## src/rtl/param_mux_scanner.sv

```systemverilog
// param_mux_scanner: registered N:1 channel multiplexer with a valid/ready
// output slot. In manual mode a select pointer loaded by sel_load picks the
// channel. In scan mode the pointer visits channels round-robin, staying on
// each one for DWELL accepted samples.
// Optional feature macro: MUX_PARITY_EN adds dout_par = ^dout, registered with dout.
module param_mux_scanner #(
  parameter int NUM_CH = 4,
  parameter int WIDTH  = 8,
  parameter int DWELL  = 2,
  parameter int SELW   = $clog2(NUM_CH)
) (
  input  logic                    clk,
  input  logic                    rst,
  input  logic [NUM_CH*WIDTH-1:0] din,
  input  logic                    en,
  input  logic                    mode,
  input  logic [SELW-1:0]         sel_in,
  input  logic                    sel_load,
  output logic [WIDTH-1:0]        dout,
  output logic [SELW-1:0]         dout_ch,
  output logic                    dout_valid,
  input  logic                    dout_ready,
  output logic                    sel_err
`ifdef MUX_PARITY_EN
  ,
  output logic                    dout_par
`endif
);

  localparam int CW = (DWELL > 1) ? $clog2(DWELL) : 1;
  localparam logic [SELW:0]   NUM_CH_W   = (SELW+1)'(NUM_CH);
  localparam logic [SELW-1:0] LAST_CH    = SELW'(NUM_CH - 1);
  localparam logic [CW-1:0]   DWELL_LAST = CW'(DWELL - 1);

  typedef enum logic [1:0] {
    IDLE     = 2'd0,
    RUN_MAN  = 2'd1,
    RUN_SCAN = 2'd2
  } state_t;

  state_t          state_q, state_d;
  logic [SELW-1:0] ptr_q, ptr_d;
  logic [CW-1:0]   dwell_q, dwell_d;
  logic [WIDTH-1:0] ch_data;
  logic            running;
  logic            slot_free;
  logic            capture;
  logic            sel_ok;
  logic            mode_change;

  assign running     = (state_q != IDLE);
  assign slot_free   = !dout_valid || dout_ready;
  assign capture     = running && slot_free;
  assign sel_ok      = ({1'b0, sel_in} < NUM_CH_W);
  assign mode_change = ((state_q == RUN_MAN)  && (state_d == RUN_SCAN)) ||
                       ((state_q == RUN_SCAN) && (state_d == RUN_MAN));

  // Select the lane currently addressed by the pointer.
  always_comb begin
    ch_data = din[ptr_q*WIDTH +: WIDTH];
  end

  // Next-state logic: en gates running, mode picks manual or scan.
  always_comb begin
    // NOTE: every combinational output gets a default first so no path can infer a latch.
    state_d = state_q;
    case (state_q)
      IDLE: begin
        if (en) state_d = mode ? RUN_SCAN : RUN_MAN;
      end
      RUN_MAN, RUN_SCAN: begin
        if (!en) state_d = IDLE;
        else     state_d = mode ? RUN_SCAN : RUN_MAN;
      end
      default: state_d = IDLE;
    endcase
  end

  // Pointer and dwell counter: scan advance, mode-change clear, sel_load override.
  always_comb begin
    ptr_d   = ptr_q;
    dwell_d = dwell_q;
    if (capture && (state_q == RUN_SCAN)) begin
      if (dwell_q == DWELL_LAST) begin
        dwell_d = '0;
        ptr_d   = (ptr_q == LAST_CH) ? '0 : ptr_q + SELW'(1);
      end else begin
        dwell_d = dwell_q + CW'(1);
      end
    end
    if (mode_change) dwell_d = '0;
    // A valid load wins over any scan advance in the same cycle.
    if (sel_load && sel_ok) begin
      ptr_d   = sel_in;
      dwell_d = '0;
    end
  end

  // State, pointer and dwell registers.
  always_ff @(posedge clk) begin
    // NOTE: sequential state uses non-blocking assignments so all registers update together.
    if (rst) begin
      state_q <= IDLE;
      ptr_q   <= '0;
      dwell_q <= '0;
    end else begin
      state_q <= state_d;
      ptr_q   <= ptr_d;
      dwell_q <= dwell_d;
    end
  end

  // Output slot: capture when free, drop valid on acceptance, otherwise hold.
  always_ff @(posedge clk) begin
    if (rst) begin
      dout       <= '0;
      dout_ch    <= '0;
      dout_valid <= 1'b0;
`ifdef MUX_PARITY_EN
      dout_par   <= 1'b0;
`endif
    end else if (capture) begin
      dout       <= ch_data;
      dout_ch    <= ptr_q;
      dout_valid <= 1'b1;
`ifdef MUX_PARITY_EN
      dout_par   <= ^ch_data;
`endif
    end else if (dout_valid && dout_ready) begin
      dout_valid <= 1'b0;
    end
  end

  // Sticky flag for an out-of-range select load.
  always_ff @(posedge clk) begin
    if (rst) begin
      sel_err <= 1'b0;
    end else if (sel_load && !sel_ok) begin
      sel_err <= 1'b1;
    end
  end

endmodule

```

## config.mk

```make
export PLATFORM = sky130hd
export DESIGN_NAME = param_mux_scanner
export DESIGN_NICKNAME = d
export VERILOG_FILES = /design/src/rtl/param_mux_scanner.sv
export SDC_FILE = /design/constraint.sdc
export NUM_CORES = 1
export LEC_CHECK = 0
export CORE_ASPECT_RATIO = 1.5
export CORE_MARGIN = 5
export CORE_UTILIZATION = 39
export CTS_BUF_LIST = sky130_fd_sc_hd__clkbuf_8
export DETAILED_ROUTE_END_ITERATION = 8
export PLACE_DENSITY = 0.82
export SLEW_MARGIN = 20
export SYNTH_ARGS = -nofsm -noshare
export SYNTH_HDL_FRONTEND = slang
export SYNTH_SLANG_ARGS = --single-unit
```

## constraint.sdc

```tcl
create_clock -name clk -period 1.7 [get_ports clk]
set_input_delay 0.17 -clock clk [delete_from_list [all_inputs] [get_ports clk]]
set_output_delay 0.17 -clock clk [all_outputs]
set_load 0.005 [all_outputs]
```

# Yosys cells after proc, flatten, opt, wreduce, memory -nomap -nowiden
# Cells that the tools add are included.
# totals
input_bits	40
output_inout_bits	12
ff_bits	16
# classes
n_shift	1
reduce_logical	16
addsub	2
eq_ne	5
n_mux	11
# ops
operator	n
$shiftx A32 B6 Y8	1
$mux W2	7
$reduce_bool A2 Y1	4
$eq A2 B2 Y1 const B	3
$logic_and A1 B1 Y1	5
$eq A2 B1 Y1 const B	2
$pmux W2 S2	1
$mux W1	3
$reduce_or A3 Y1	1
$add A2 B1 Y2 const B	1
$logic_not A2 Y1	1
$logic_or A1 B1 Y1	2
$reduce_and A2 Y1	1
$reduce_or A2 Y1	1
$add A1 B1 Y1 const B	1
$logic_not A1 Y1	1

# Logic depth before layout (Yosys ltp)
# Gate-level depths: netlist (run 1).
# depth
depth_word	7
ltp_mapped	6
ltp_nobuf	6

# Least setup slack after synthesis (run 1)
# Ideal clock, no wire load.
# synth_path
path_kind	reg2reg
startpoint	register state_q[1]
endpoint	register dwell_q
stages_incl_launch_ff	7
period_less_slack_ps	1547
t_arrival_ps	1460
setup_slack_ps	153
cell_sequence	dfxtp_1 > inv_1 > ha_1 > and2b_1 > o2bb2a_4 > and4bb_1 > nor4b_2
# synth_between
elab_chain_cells	7
word_cells_on_any_way	15
# synth_lines
item	line	text
from (decl)	41	state_t state_q, state_d;
from (signal assigned)	107	state_q <= state_d;
$eq A2 B1 Y1 / $eq A2 B2 Y1 (equally long branches)	--	
$reduce_or A2 Y1	67	case (state_q)
$pmux W2 S2	67	
$eq A2 B2 Y1 / $eq A2 B1 Y1 (equally long branches)	55, 56	
$logic_and A1 B1 Y1 (on tied branches)	55, 56	
$logic_or A1 B1 Y1	55	assign mode_change = ((state_q == RUN_MAN) && (state_d == RUN_SCAN)) ||
$reduce_or A3 Y1 (no source line)	--	
to (signal assigned)	109	dwell_q <= dwell_d;
to (decl)	43	logic [CW-1:0] dwell_q, dwell_d;
# Parallel ways exist; a longest one is shown, timed or not.
# A chain may end at the register's enable or synchronous reset.

# Worst setup path in the final report (run 1)
# Ends and elaborated chain as after synthesis.

==> results of run 1 <==
## worst max path at each step
stage / start / depth (start not counted) / end / slack [ps]
2_1_floorplan: state_q[1]$_SDFF_PP0_ / 6 / dwell_q$_SDFFE_PP0P_ / 150
3_3_place_gp: state_q[1]$_SDFF_PP0_ / 6 / dwell_q$_SDFFE_PP0P_ / 120
5_1_grt: state_q[1]$_SDFF_PP0_ / 6 / dwell_q$_SDFFE_PP0P_ / 10
3_5_place_dp: state_q[0]$_SDFF_PP0_ / 6 / dwell_q$_SDFFE_PP0P_ / -30
4_1_cts: state_q[0]$_SDFF_PP0_ / 6 / dwell_q$_SDFFE_PP0P_ / 10
6_report: state_q[1]$_SDFF_PP0_ / 6 / dwell_q$_SDFFE_PP0P_ / 110
## routing by layer
metal	GRT usage (%)	routed length (um)	vias up
li1	-	-	448
met1	16.4	929	440
met2	31.0	1480	47
met3	6.60	336	0
met4	1.75	0	0
met5	0	0	-
## timing repair
| action | 4_1_cts | 5_1_grt |
|---|---|---|
| resized for setup | 4 | 6 |
| pin swaps | 0 | 1 |
| setup endpoints to repair | 1 | 2 |
| gates cloned | 0 | 0 |
## power by group
part	internal, uW	total (uW)	switching, uW
Clock	205	321	116
Sequential	401	421	19.1
Combinational	199	308	110
## flip-flops by register name (all words and copies together), names as in the netlist
register / cells
dwell_q: 1
dout_ch: 2
dout: 8
ptr_q: 2
dout_valid: 1
state_q: 2
## stage by stage
stage	hold slack (ps)	setup TNS (ps)
2_1_floorplan	281	0
3_3_place_gp	443	0
3_5_place_dp	452	-25.1
4_1_cts	460	0
5_1_grt	478	0
6_report	456	0
## cell families after synthesis
family	count (synthesis)
compound gates	18
xor+xnor	1
fa+ha+maj	5
buf+inv	12
flops	16
mux	8
other cells	1
simple gates	36
## cell usage in the layout (no fill, tap or decap)
cell and instances:
clkdlybuf4s50_1 50, ha_4 1, buf_4 3, a221oi_2 1, inv_1 5, dfxtp_2 2
ha_1 4, nor2b_1 1, dfxtp_1 14, and4bb_1 1, xnor2_1 1, nand4b_1 1
inv_2 1, clkbuf_8 4, a31oi_1 2, nand2_1 22, nor2_1 3, buf_12 1
nor3_1 2, nor3_4 1, o21ai_2 1, nand2b_1 2, a2bb2oi_2 1, conb_1 1
a21oi_1 11, o2bb2a_4 1, mux4_2 8, a221oi_1 1, and2b_1 1, nor4b_2 2
## cell type report
cell class | instances | share of cell area [%]
multi-input combinational | 69 | 38.2
timing repair buffer | 54 | 34.5
sequential | 16 | 20.5
clock buffer | 4 | 3.50
tap | 23 | 1.83
inverter | 6 | 1.43
## critical path, stage by stage, from the launching register on
cell and delay, ps:
dfxtp_2 370, inv_1 100, ha_4 200, and2b_1 190, o2bb2a_4 210, and4bb_1 220, nor4b_2 210
## synth_stat cells (all sizes together)
cell type and instances:
and4bb 1, nand4b 1, o21ai 1, dfxtp 16
nor4b 2, mux4 8, nor2b 1, ha 5
conb 1, inv 6, a21oi 11, nor3 3
clkbuf 4, o2bb2a 1, nand2 22, a221oi 2
a2bb2oi 1, nor2 3, nand2b 2, a31oi 2
buf 2, and2b 1, xnor2 1
==> metrics.cfg, run 1 <==
[cells_and_area]
final_cells = 172
seqCellArea_um2 = 323
multi_input_area_um2 = 601
nFillCells = 178
postLayoutCoreUtil_pct = 69.6
drive_gt1_share_pct = 18.1
nets = 195
area_growth_syn_to_layout_pct = 68.5
fin_area_um2 = 1570
antenna_cells = 0

[global_routing]
grt_pass1_wl_um = 4600
antenna_found_initial = 0
grt_pass1_vias = 970
grt_max_degree = 11
grt_overflow = 0
gr-usage-all-layers_pct = 16.3

[synth]
synth_top_area_cell = dfxtp_1
yosysTopAreaCellShare_pct = 34.3
ys_types = 26
synthMuxAreaShare_pct = 19.3
synthCells = 97
ys_seq_elements = 16
ys_seq_area_share_pct = 34.3
synth-xor-area-share_pct = 0.938
synth_area_um2 = 933
yosys.area_share.simple_pct = 19.8
synth_nets = 142
yosysWarningCount = 0
syn_area_per_cell_um2 = 9.62
synthAdderAreaFrac_pct = 6.70
synth_top_family_by_area = simple AND/OR/NAND/NOR gates
synth_compound_area_share_pct = 12.7
synth.top_cells.by_area = dfxtp_1 34%, mux4_2 19%, nand2_1 8.8%, ha_1 6.7%, a21oi_1 5.9%

[timing]
setup_violations = 0
hold_viol_final = 0
rsz0062_at_grt = no
clock_skew_ps = 0.706
maxSlewViolCount = 0
finalWorstSetupSlack_ps = 115
layout_min_cycle_time_ps = 1590
fmax_mhz = 631
min_period_over_period_pct = 93.3

[min_path]
min_to = dout_ch[0]$_SDFFE_PP0N_
min_path_type = register to register
hp-start = dout_ch[0]$_SDFFE_PP0N_
hold_depth = 2

[drt]
num_vias = 935
drc = 0
routed_wl_um = 2750
avgViaCountPerCell = 5.44
wl_per_cell_um = 16.0
drtPass1Iterations = 4
ant_nets = 0
drtIter0Drc = 16

[place]
dpl-instance-area_um2 = 1470
place.gp.congestion = 0.838
dp_cells = 168
dp_slack_ps = -25.1
post-dp-hpwl_um = 2260
io_buffers = 50

[clock_network]
htreeDepth = 1
clkTransAtPathRegs_ps = 60
clk_path_buf_depth = 2
post_cts_buffers = 0
insertion_delay_ps = 240
numCtsBuffers = 3
clock-sinks = 16
cts_tree = yes
cts_hold_buffers = 0
clock-root-buffer = clkbuf_8

[worst_setup_path]
crit_type = register to register
worst-path-max-fanout = 7
worstSetupStartpointType = register
arrival_ps = 1740
rrSetupSlack_ps = 110
r2r_cells = 6
end_kind = register
r2r-end = dwell_q$_SDFFE_PP0P_
reg2reg_from = state_q[1]$_SDFF_PP0_
required_ps = 1850

[power]
power.total_uw = 1050
power_density_nw_per_um2 = 667
p_leak_uw = 0.000575
peakVddDrop_mv = 0.435

[flow_run]
cap_viol_max_count = 0

[floorplanning]
row_count = 21
die_h_um = 69.9
core-area_um2 = 2260
dieArea_um2 = 3490
initial_core_util_pct = 41.3
io_pins = 52
die_w_um = 49.9

[run_status]
status = finished clean

No activity file was read; power rests on OpenSTA's default activity.
==> run 2, diff against run 1 <==
CTS_CLUSTER_SIZE = 12   (was default)
TNS_END_PERCENT = 20   (was default)
==> results of run 2 <==
No change in the layout: final DEF, timing and power equal those of run 1.
